`config.mk`:
```
export PLATFORM = sky130hd
export DESIGN_NAME = pipe_ctrl
export DESIGN_NICKNAME = d
export VERILOG_FILES = /design/src/rtl/lc3b_types.sv /design/src/rtl/hazard_detect.sv /design/src/rtl/pipe_ctrl.sv
export SDC_FILE = /design/constraint.sdc
export NUM_CORES = 1
export LEC_CHECK = 0
export ABC_AREA = 1
export CAP_MARGIN = 5
export CORE_UTILIZATION = 40
export CTS_CLUSTER_SIZE = 12
export DETAILED_ROUTE_END_ITERATION = 8
export GPL_TIMING_DRIVEN = 0
export PLACE_DENSITY = 0.86
export REMOVE_ABC_BUFFERS = 1
export SYNTH_ARGS = -nofsm -noshare
export SYNTH_HDL_FRONTEND = slang
export SYNTH_HIERARCHICAL = 1
export SYNTH_SLANG_ARGS = --single-unit
```
`constraint.sdc`:
```
create_clock -name clk -period 3.8 [get_ports clk]
set_input_delay 0.76 -clock clk [delete_from_list [all_inputs] [get_ports clk]]
set_output_delay 0.76 -clock clk [all_outputs]
set_load 0.02 [all_outputs]
```
`src/rtl/lc3b_types.sv`:
```
// Shared LC-3b datapath types plus the pipeline-controller state encoding.
package lc3b_types;

  typedef logic [15:0] lc3b_word;
  typedef logic [2:0]  lc3b_reg;

  typedef enum logic {
    PC_RUN     = 1'b0,
    PC_BR_WAIT = 1'b1
  } pipe_ctrl_state_t;

endpackage : lc3b_types

```
`src/rtl/hazard_detect.sv`:
```
// Load-use hazard comparator: flags a DE instruction that reads the
// destination of a load still sitting in EX.
module hazard_detect
  import lc3b_types::*;
(
  input  logic    de_valid,
  input  logic    de_uses_sr1,
  input  logic    de_uses_sr2,
  input  lc3b_reg de_sr1_idx,
  input  lc3b_reg de_sr2_idx,
  input  logic    ex_valid,
  input  logic    ex_is_load,
  input  lc3b_reg ex_dest,
  output logic    luse
);

  logic sr1_hit;
  logic sr2_hit;

  assign sr1_hit = de_uses_sr1 && (de_sr1_idx == ex_dest);
  assign sr2_hit = de_uses_sr2 && (de_sr2_idx == ex_dest);
  assign luse    = de_valid && ex_valid && ex_is_load && (sr1_hit || sr2_hit);

endmodule : hazard_detect

```
`src/rtl/pipe_ctrl.sv`:
```
// LC-3b five-stage pipeline hazard/stall controller. Optional perf counters
// (stall_cycles, flush_count) are built when PIPE_CTRL_PERF_EN is defined.
module pipe_ctrl
  import lc3b_types::*;
(
  input  logic     clk,
  input  logic     reset_n,
  input  logic     imem_resp,
  input  logic     dmem_req,
  input  logic     dmem_resp,
  input  logic     de_valid,
  input  logic     de_uses_sr1,
  input  logic     de_uses_sr2,
  input  lc3b_reg  de_sr1_idx,
  input  lc3b_reg  de_sr2_idx,
  input  logic     ex_valid,
  input  logic     ex_is_load,
  input  lc3b_reg  ex_dest,
  input  logic     br_taken,
  input  lc3b_word br_target,
  output logic     load_fd,
  output logic     load_de,
  output logic     load_em,
  output logic     load_mw,
  output logic     fd_valid_in,
  output logic     de_valid_in,
  output logic     em_valid_in,
  output logic     pc_load,
  output logic     pc_redirect,
  output lc3b_word pc_target
`ifdef PIPE_CTRL_PERF_EN
  ,
  output logic [15:0] stall_cycles,
  output logic [15:0] flush_count
`endif
);

  pipe_ctrl_state_t state_q, state_d;
  lc3b_word         tgt_q, tgt_d;
  logic             luse;
  logic             mem_stall;

  assign mem_stall = dmem_req && !dmem_resp;

  hazard_detect u_hazard_detect (
    .de_valid    (de_valid),
    .de_uses_sr1 (de_uses_sr1),
    .de_uses_sr2 (de_uses_sr2),
    .de_sr1_idx  (de_sr1_idx),
    .de_sr2_idx  (de_sr2_idx),
    .ex_valid    (ex_valid),
    .ex_is_load  (ex_is_load),
    .ex_dest     (ex_dest),
    .luse        (luse)
  );

  // NOTE: state registers use non-blocking assignments so every flop samples
  // pre-edge values regardless of process evaluation order.
  always_ff @(posedge clk or negedge reset_n) begin
    if (!reset_n) begin
      state_q <= PC_RUN;
      tgt_q   <= '0;
    end else begin
      state_q <= state_d;
      tgt_q   <= tgt_d;
    end
  end

  // NOTE: every output is given a default before the case so no path through
  // the block leaves a signal unassigned, which would infer a latch.
  always_comb begin
    state_d     = state_q;
    tgt_d       = tgt_q;
    load_fd     = 1'b1;
    load_de     = 1'b1;
    load_em     = 1'b1;
    load_mw     = 1'b1;
    fd_valid_in = 1'b1;
    de_valid_in = 1'b1;
    em_valid_in = 1'b1;
    pc_load     = 1'b1;
    pc_redirect = 1'b0;
    pc_target   = (state_q == PC_BR_WAIT) ? tgt_q : br_target;

    unique case (state_q)
      PC_RUN: begin
        if (mem_stall) begin
          load_fd = 1'b0;
          load_de = 1'b0;
          load_em = 1'b0;
          load_mw = 1'b0;
          pc_load = 1'b0;
        end else if (br_taken) begin
          de_valid_in = 1'b0;
          em_valid_in = 1'b0;
          if (imem_resp) begin
            fd_valid_in = 1'b0;
            pc_redirect = 1'b1;
          end else begin
            // Fetch still in flight: remember the target and squash it later.
            load_fd = 1'b0;
            pc_load = 1'b0;
            tgt_d   = br_target;
            state_d = PC_BR_WAIT;
          end
        end else if (!imem_resp || luse) begin
          load_fd     = 1'b0;
          pc_load     = 1'b0;
          de_valid_in = 1'b0;
        end
      end

      PC_BR_WAIT: begin
        de_valid_in = 1'b0;
        em_valid_in = 1'b0;
        if (!imem_resp) begin
          load_fd = 1'b0;
          pc_load = 1'b0;
        end else begin
          fd_valid_in = 1'b0;
          pc_redirect = 1'b1;
          state_d     = PC_RUN;
        end
      end

      default: state_d = PC_RUN;
    endcase

    if (!reset_n) begin
      load_fd     = 1'b0;
      load_de     = 1'b0;
      load_em     = 1'b0;
      load_mw     = 1'b0;
      fd_valid_in = 1'b0;
      de_valid_in = 1'b0;
      em_valid_in = 1'b0;
      pc_load     = 1'b0;
      pc_redirect = 1'b0;
      pc_target   = '0;
    end
  end

`ifdef PIPE_CTRL_PERF_EN
  logic [15:0] stall_cycles_q;
  logic [15:0] flush_count_q;

  always_ff @(posedge clk or negedge reset_n) begin
    if (!reset_n) begin
      stall_cycles_q <= '0;
      flush_count_q  <= '0;
    end else begin
      if (!load_fd && (stall_cycles_q != 16'hFFFF)) begin
        stall_cycles_q <= stall_cycles_q + 16'd1;
      end
      if (pc_redirect && (flush_count_q != 16'hFFFF)) begin
        flush_count_q <= flush_count_q + 16'd1;
      end
    end
  end

  assign stall_cycles = stall_cycles_q;
  assign flush_count  = flush_count_q;
`endif

endmodule : pipe_ctrl

```
==> results of run 1 <==
## stage by stage
stage / util [%] / cell area [µm²] / hold WS, ns
finish: 63.3 / 1780 / 0.471
global route: 63.3 / 1780 / 0.511
CTS: 63.5 / 1780 / 0.485
detailed placement: 62.6 / 1760 / 0.460
global placement: 62.6 / 1760 / 0.455
floorplan: - / 1120 / 0.443
## cell usage after synthesis (all sizes together)
| master | n |
|---|---|
| nand2 | 57 |
| nor2 | 44 |
| dfrtp | 17 |
| o21ai | 17 |
| nand4 | 16 |
| inv | 15 |
| buf | 12 |
| a21oi | 4 |
| nand3 | 3 |
| clkbuf | 1 |
## how the worst min path moves through the flow
stage	startpoint	end	slack [ns]	depth (start not counted)
4_1_cts	tgt_q[2]	tgt_q[2]	0.48	2
2_1_floorplan	tgt_q[0]	tgt_q[0]	0.44	2
6_report	reset_n	tgt_q[9]	0.47	1
3_5_place_dp	tgt_q[4]	tgt_q[4]	0.46	2
3_3_place_gp	tgt_q[8]	tgt_q[8]	0.46	2
5_1_grt	tgt_q[13]	tgt_q[13]	0.51	2
## registers in the layout, summed over array words and instances, names as in the netlist
register / flops
state_q: 1
tgt_q: 16
## routing by layer
metal	vias to the layer above	track usage, %	wire [µm]
met5	-	0	0
met4	0	5.57	26
met3	4	4.61	140
met2	36	34.3	1420
met1	559	26.5	1380
li1	698	-	-
## power by group through the flow
stage | sequential, mW | clock [mW] | combinational (mW)
final | 0.243 | 0.0957 | 0.220
after global routing | 0.249 | 0.108 | 0.246
after CTS | 0.243 | 0.0969 | 0.222
after detailed placement | 0.246 | 0 | 0.222
after global placement | 0.245 | 0 | 0.218
after floorplan | 0.240 | 0 | 0.114
## repair_timing
action / CTS / global route
endpoints found under the setup margin: 22 / 0
buffers inserted: 0 / 0
resized for setup: 1 / 0
## critical path, stage by stage
cell and delay, ns:
clkdlybuf4s50_1 0.93, nor2_1 0.14, nor2_1 0.16, nand2_1 0.06, nor2_1 0.08, clkdlybuf4s50_1 0.60
## logic make-up after synthesis
family / after synthesis / synth area share, %
DFF: 17 / 35.3
and+or+nand+nor: 120 / 43.6
buffers and inverters: 28 / 12.0
AOI/OAI and AO/OA: 21 / 9.03
## layout make-up
| class | instances | area (µm²) | area share, % |
|---|---|---|---|
| clock buffer | 4 | 26.3 | 1.48 |
| tap | 31 | 38.8 | 2.18 |
| timing repair buffer | 60 | 596 | 33.5 |
| sequential | 17 | 425 | 23.9 |
| multi-input combinational | 141 | 634 | 35.7 |
| inverter | 15 | 56.3 | 3.17 |
==> flow_summary.toml, run 1 <==
[outcome]
status = "finished, violations left"
violations = "DRC"

[sta]
skew_ns = 0.00292
fin_crit_ns = 3.51
hold_violations = 0
worstMarginPinSlew_ns = 0.715
slew_headroom_pct = 52.2
grt_setup_unrepaired = "no"
tns_ns = 0
slew_violations = 0
setup_ws_ns = 0.287
final-setup-viol-count = 0
period_share_pct = 92.5
fmax_ghz = 0.285

[pwr]
power_frac_seq_pct = 43.5
ir_drop_mv = 0.247
p_leak_nw = 0.875
total_power_uw = 559
powerDensity_mw_per_mm2 = 315
swShare_pct = 35.0
p_int_uw = 363
power.switching_uw = 196
combPwrFrac_pct = 39.4
power.share.clock_pct = 17.1

[yosys]
avgSynthCellArea_um2 = 6.48
synthDistinctLibCells = 19
yosys_warnings = 6
synth_area_leader_cell = "dfrtp_1"
synth_top_cell_area_share_pct = 35.3
synth_seq_cells = 17
syn_inst = 186
synth_top_cells_by_area = "dfrtp_1 35%, nand2_1 17%, nor2_1 13%"
synth_seq_area_share_pct = 35.3
synth_area_mm2 = 0.00120

[clock_network]
cts.sinks = 17
htreeDepth = 1
cts_hold_buffers = 0
cts_tree = "yes"
cts_buffer_depth = 2
clk_pin_slew_ns = 0.10
cts_buffers = 3
clock_latency_ns = 0.28
root_buffer = "clkbuf_4"

[setup_path]
crit_path_start = "br_taken"
r2r_end = "tgt_q[10]"
cp.required_ns = 3.04
worstPathArrival_ns = 2.75
worstSetupPathType = "in -> out"
startpoint_type = "primary input"
ff2ff_setup_slack_ns = 2.25
critPathMaxFanout = 19
crit_end = "pc_redirect"
reg2reg_from = "state_q"
crit_path_end_kind = "primary output"
reg2reg_depth = 4

[die]
pin_count = 61
die_w_um = 56.9
coreArea_mm2 = 0.00281
initial_utilization_pct = 43.0
die-area_mm2 = 0.00324
die_h_um = 56.9
rows = 19

[global_routing]
track_usage_pct = 20.5
grt_start_max_net_pins = 37
grt_overflow_total = 0
grt_pass1_vias = 1196
grt_antenna_before_repair = 0
grt_first_pass_wirelength_um = 5260

[final_layout]
nets = 274
n_antenna_cell = 0
layout-drive-gt1-share_pct = 3.80
nFillCells = 285
fin_cells = 268
final_common_cell = "clkdlybuf4s50_1"
mostFrequentLayoutCells = "59 x clkdlybuf4s50_1, 56 x nand2_1, 43 x nor2_1"
syn_to_final_growth_pct = 47.5

[routing]
drt-initial-drc-count = 39
num_vias = 1297
firstDrtPassIters = 6
ant_nets = 0
viasPerCell = 4.84
routedWlPerCell_um = 11.1
drc = 4
totalWireLength_um = 2970

[hold_path]
hold_path_class = "in -> async"

[placed_design]
gp_congestion = 0.718
dpl.hpwl_um = 2050
numPortBuffers = 60
dp_slack_ns = -0.123
place_inst = 264

[run]
drv_cap = 0
Note: power is estimated with default switching activity, not from simulation.
==> run 2: changes to the inputs <==
SKIP_CTS_REPAIR_TIMING = 1   (was unset)
==> results of run 2 <==
No change in the layout: final DEF, timing and power equal those of run 1.
==> run 3: changes to the inputs <==
RECOVER_POWER = 100   (was unset)
==> flow_summary.toml, run 3 (synthesized netlist as in run 1, its figures left out) <==
[outcome]
status = "finished, violations left"
violations = "DRC"

[sta]
tns_ns = 0
slew_headroom_pct = 53.7
grt_setup_unrepaired = "no"
worstMarginPinSlew_ns = 0.694
whs_ns = 0.475
skew_ns = 0.00288
final-setup-viol-count = 0
hold_violations = 0
slew_violations = 0
fmax_ghz = 0.283
fin_crit_ns = 3.54
period_share_pct = 93.1

[pwr]
combPwrFrac_pct = 38.2
powerDensity_mw_per_mm2 = 310
p_int_uw = 354
ir_drop_mv = 0.242
total_power_uw = 546
power.share.clock_pct = 17.3
p_leak_nw = 0.918
power.switching_uw = 192
swShare_pct = 35.2
power_frac_seq_pct = 44.5

[clock_network]
htreeDepth = 1
clock_latency_ns = 0.28
cts_buffer_depth = 2
cts.sinks = 17
cts_buffers = 3
clk_pin_slew_ns = 0.10
cts_tree = "yes"
root_buffer = "clkbuf_4"

[die]
coreArea_mm2 = 0.00281
rows = 19
pin_count = 61
die_h_um = 56.9
die-area_mm2 = 0.00324
initial_utilization_pct = 43.0
die_w_um = 56.9

[setup_path]
timing.critical_path.buf_inv = 2
cpPeakStageDelay_ns = 0.90
path_common_cell = "nor2_1"
startpoint_type = "primary input"
critPathMaxFanout = 19
cp.required_ns = 3.04
worstSetupPathType = "in -> out"
crit_path_end_kind = "primary output"
worstPathCellList = "clkdlybuf4s50_1, nor2_1, nor2_1, nand2_1, nor2_1, dlygate4sd3_1"
crit_path_top_delay_cell = "clkdlybuf4s50_1"
worstPathArrival_ns = 2.78
cp_top_family = "buffers and inverters"

[final_layout]
layout-drive-gt1-share_pct = 2.95
multi_input_area_um2 = 622
syn_to_final_growth_pct = 46.4
nets = 274
regMostFlops = "tgt_q"
nFillCells = 287
largestRegisters = "tgt_q x16, state_q x1"
fin_cells = 268
largest_reg_flops = 16
regArea_um2 = 425
final_common_cell = "nand2_1"
mostFrequentLayoutCells = "56 x nand2_1, 43 x nor2_1, 35 x clkdlybuf4s50_1"
n_antenna_cell = 0

[run]
drv_cap = 0

[routing]
routedWlPerCell_um = 11.0
drc = 4
viasPerCell = 4.83
ant_nets = 0
totalWireLength_um = 2940
firstDrtPassIters = 6
drt-initial-drc-count = 39
num_vias = 1295

[global_routing]
grt_pass1_vias = 1196
grt_overflow_total = 0
grt_antenna_before_repair = 0
track_usage_pct = 20.5
grt_first_pass_wirelength_um = 5260
grt_start_max_net_pins = 37

[placed_design]
place_inst = 264
gp_congestion = 0.718
numPortBuffers = 60
dpl.hpwl_um = 2050

[hold_path]
hold_path_class = "in -> async"
==> run 3: cell count changes in the layout (fill, tap and decap cells not counted) <==
| cell | delta |
|---|---|
| clkdlybuf4s50_1 | -24 |
| dlygate4sd3_1 | +24 |
| inv_1 | +1 |
| inv_2 | -1 |
| nand3_1 | +1 |
| nand3_4 | -1 |
==> run 3: path summary, 6_finish.rpt <==
| check | from | end | slack, ns | cells past startpoint |
|---|---|---|---|---|
| setup / recovery | br_taken | pc_redirect | 0.26 | 6 |
| min in group clk | tgt_q[2] | tgt_q[2] | 0.48 | 2 |
| max in group asynchronous | reset_n | tgt_q[10] | 2.92 | 1 |
| hold reg to reg | tgt_q[2] | tgt_q[2] | 0.48 | 2 |
| hold / removal | reset_n | tgt_q[9] | 0.47 | 1 |
| setup reg to reg | state_q | tgt_q[9] | 1.90 | 4 |
==> run 3: final cells by class <==
type,count,area share [%]
timing repair buffer,60,33.8
inverter,15,3.19
multi-input combinational,141,35.2
clock buffer,4,1.49
sequential,17,24.1
tap,31,2.20
==> run 3: per-stage QoR <==
stage                     utilization, %  instance area (µm²)  setup slack, ns
after detailed placement            62.6                 1760           -0.123
final                               62.9                 1760            0.264
after global routing                62.9                 1760           0.0723
after global placement              62.6                 1760          -0.0351
after CTS                           63.5                 1780           -0.123
after floorplan                        -                 1120             1.34
==> run 3: metal layers <==
layer  share of wire, %  global-route usage [%]
met1                 47                    26.5
met2                 47                    34.3
met3                4.8                    4.61
met4               0.89                    5.57
met5                  0                       0
==> run 3: power by group through the flow <==
stage	clock network, mW	logic [mW]	registers (mW)
floorplan	0	0.114	0.240
finish	0.0945	0.209	0.243
detailed placement	0	0.222	0.246
global placement	0	0.218	0.245
CTS	0.0969	0.223	0.243
global route	0.108	0.235	0.249
==> run 3: worst register-to-register path, delay by kind of cell, from the launching register on <==
kind / cells / cell delay (ns)
and+or+nand+nor: 4 / 1.15
DFF: 1 / 0.65
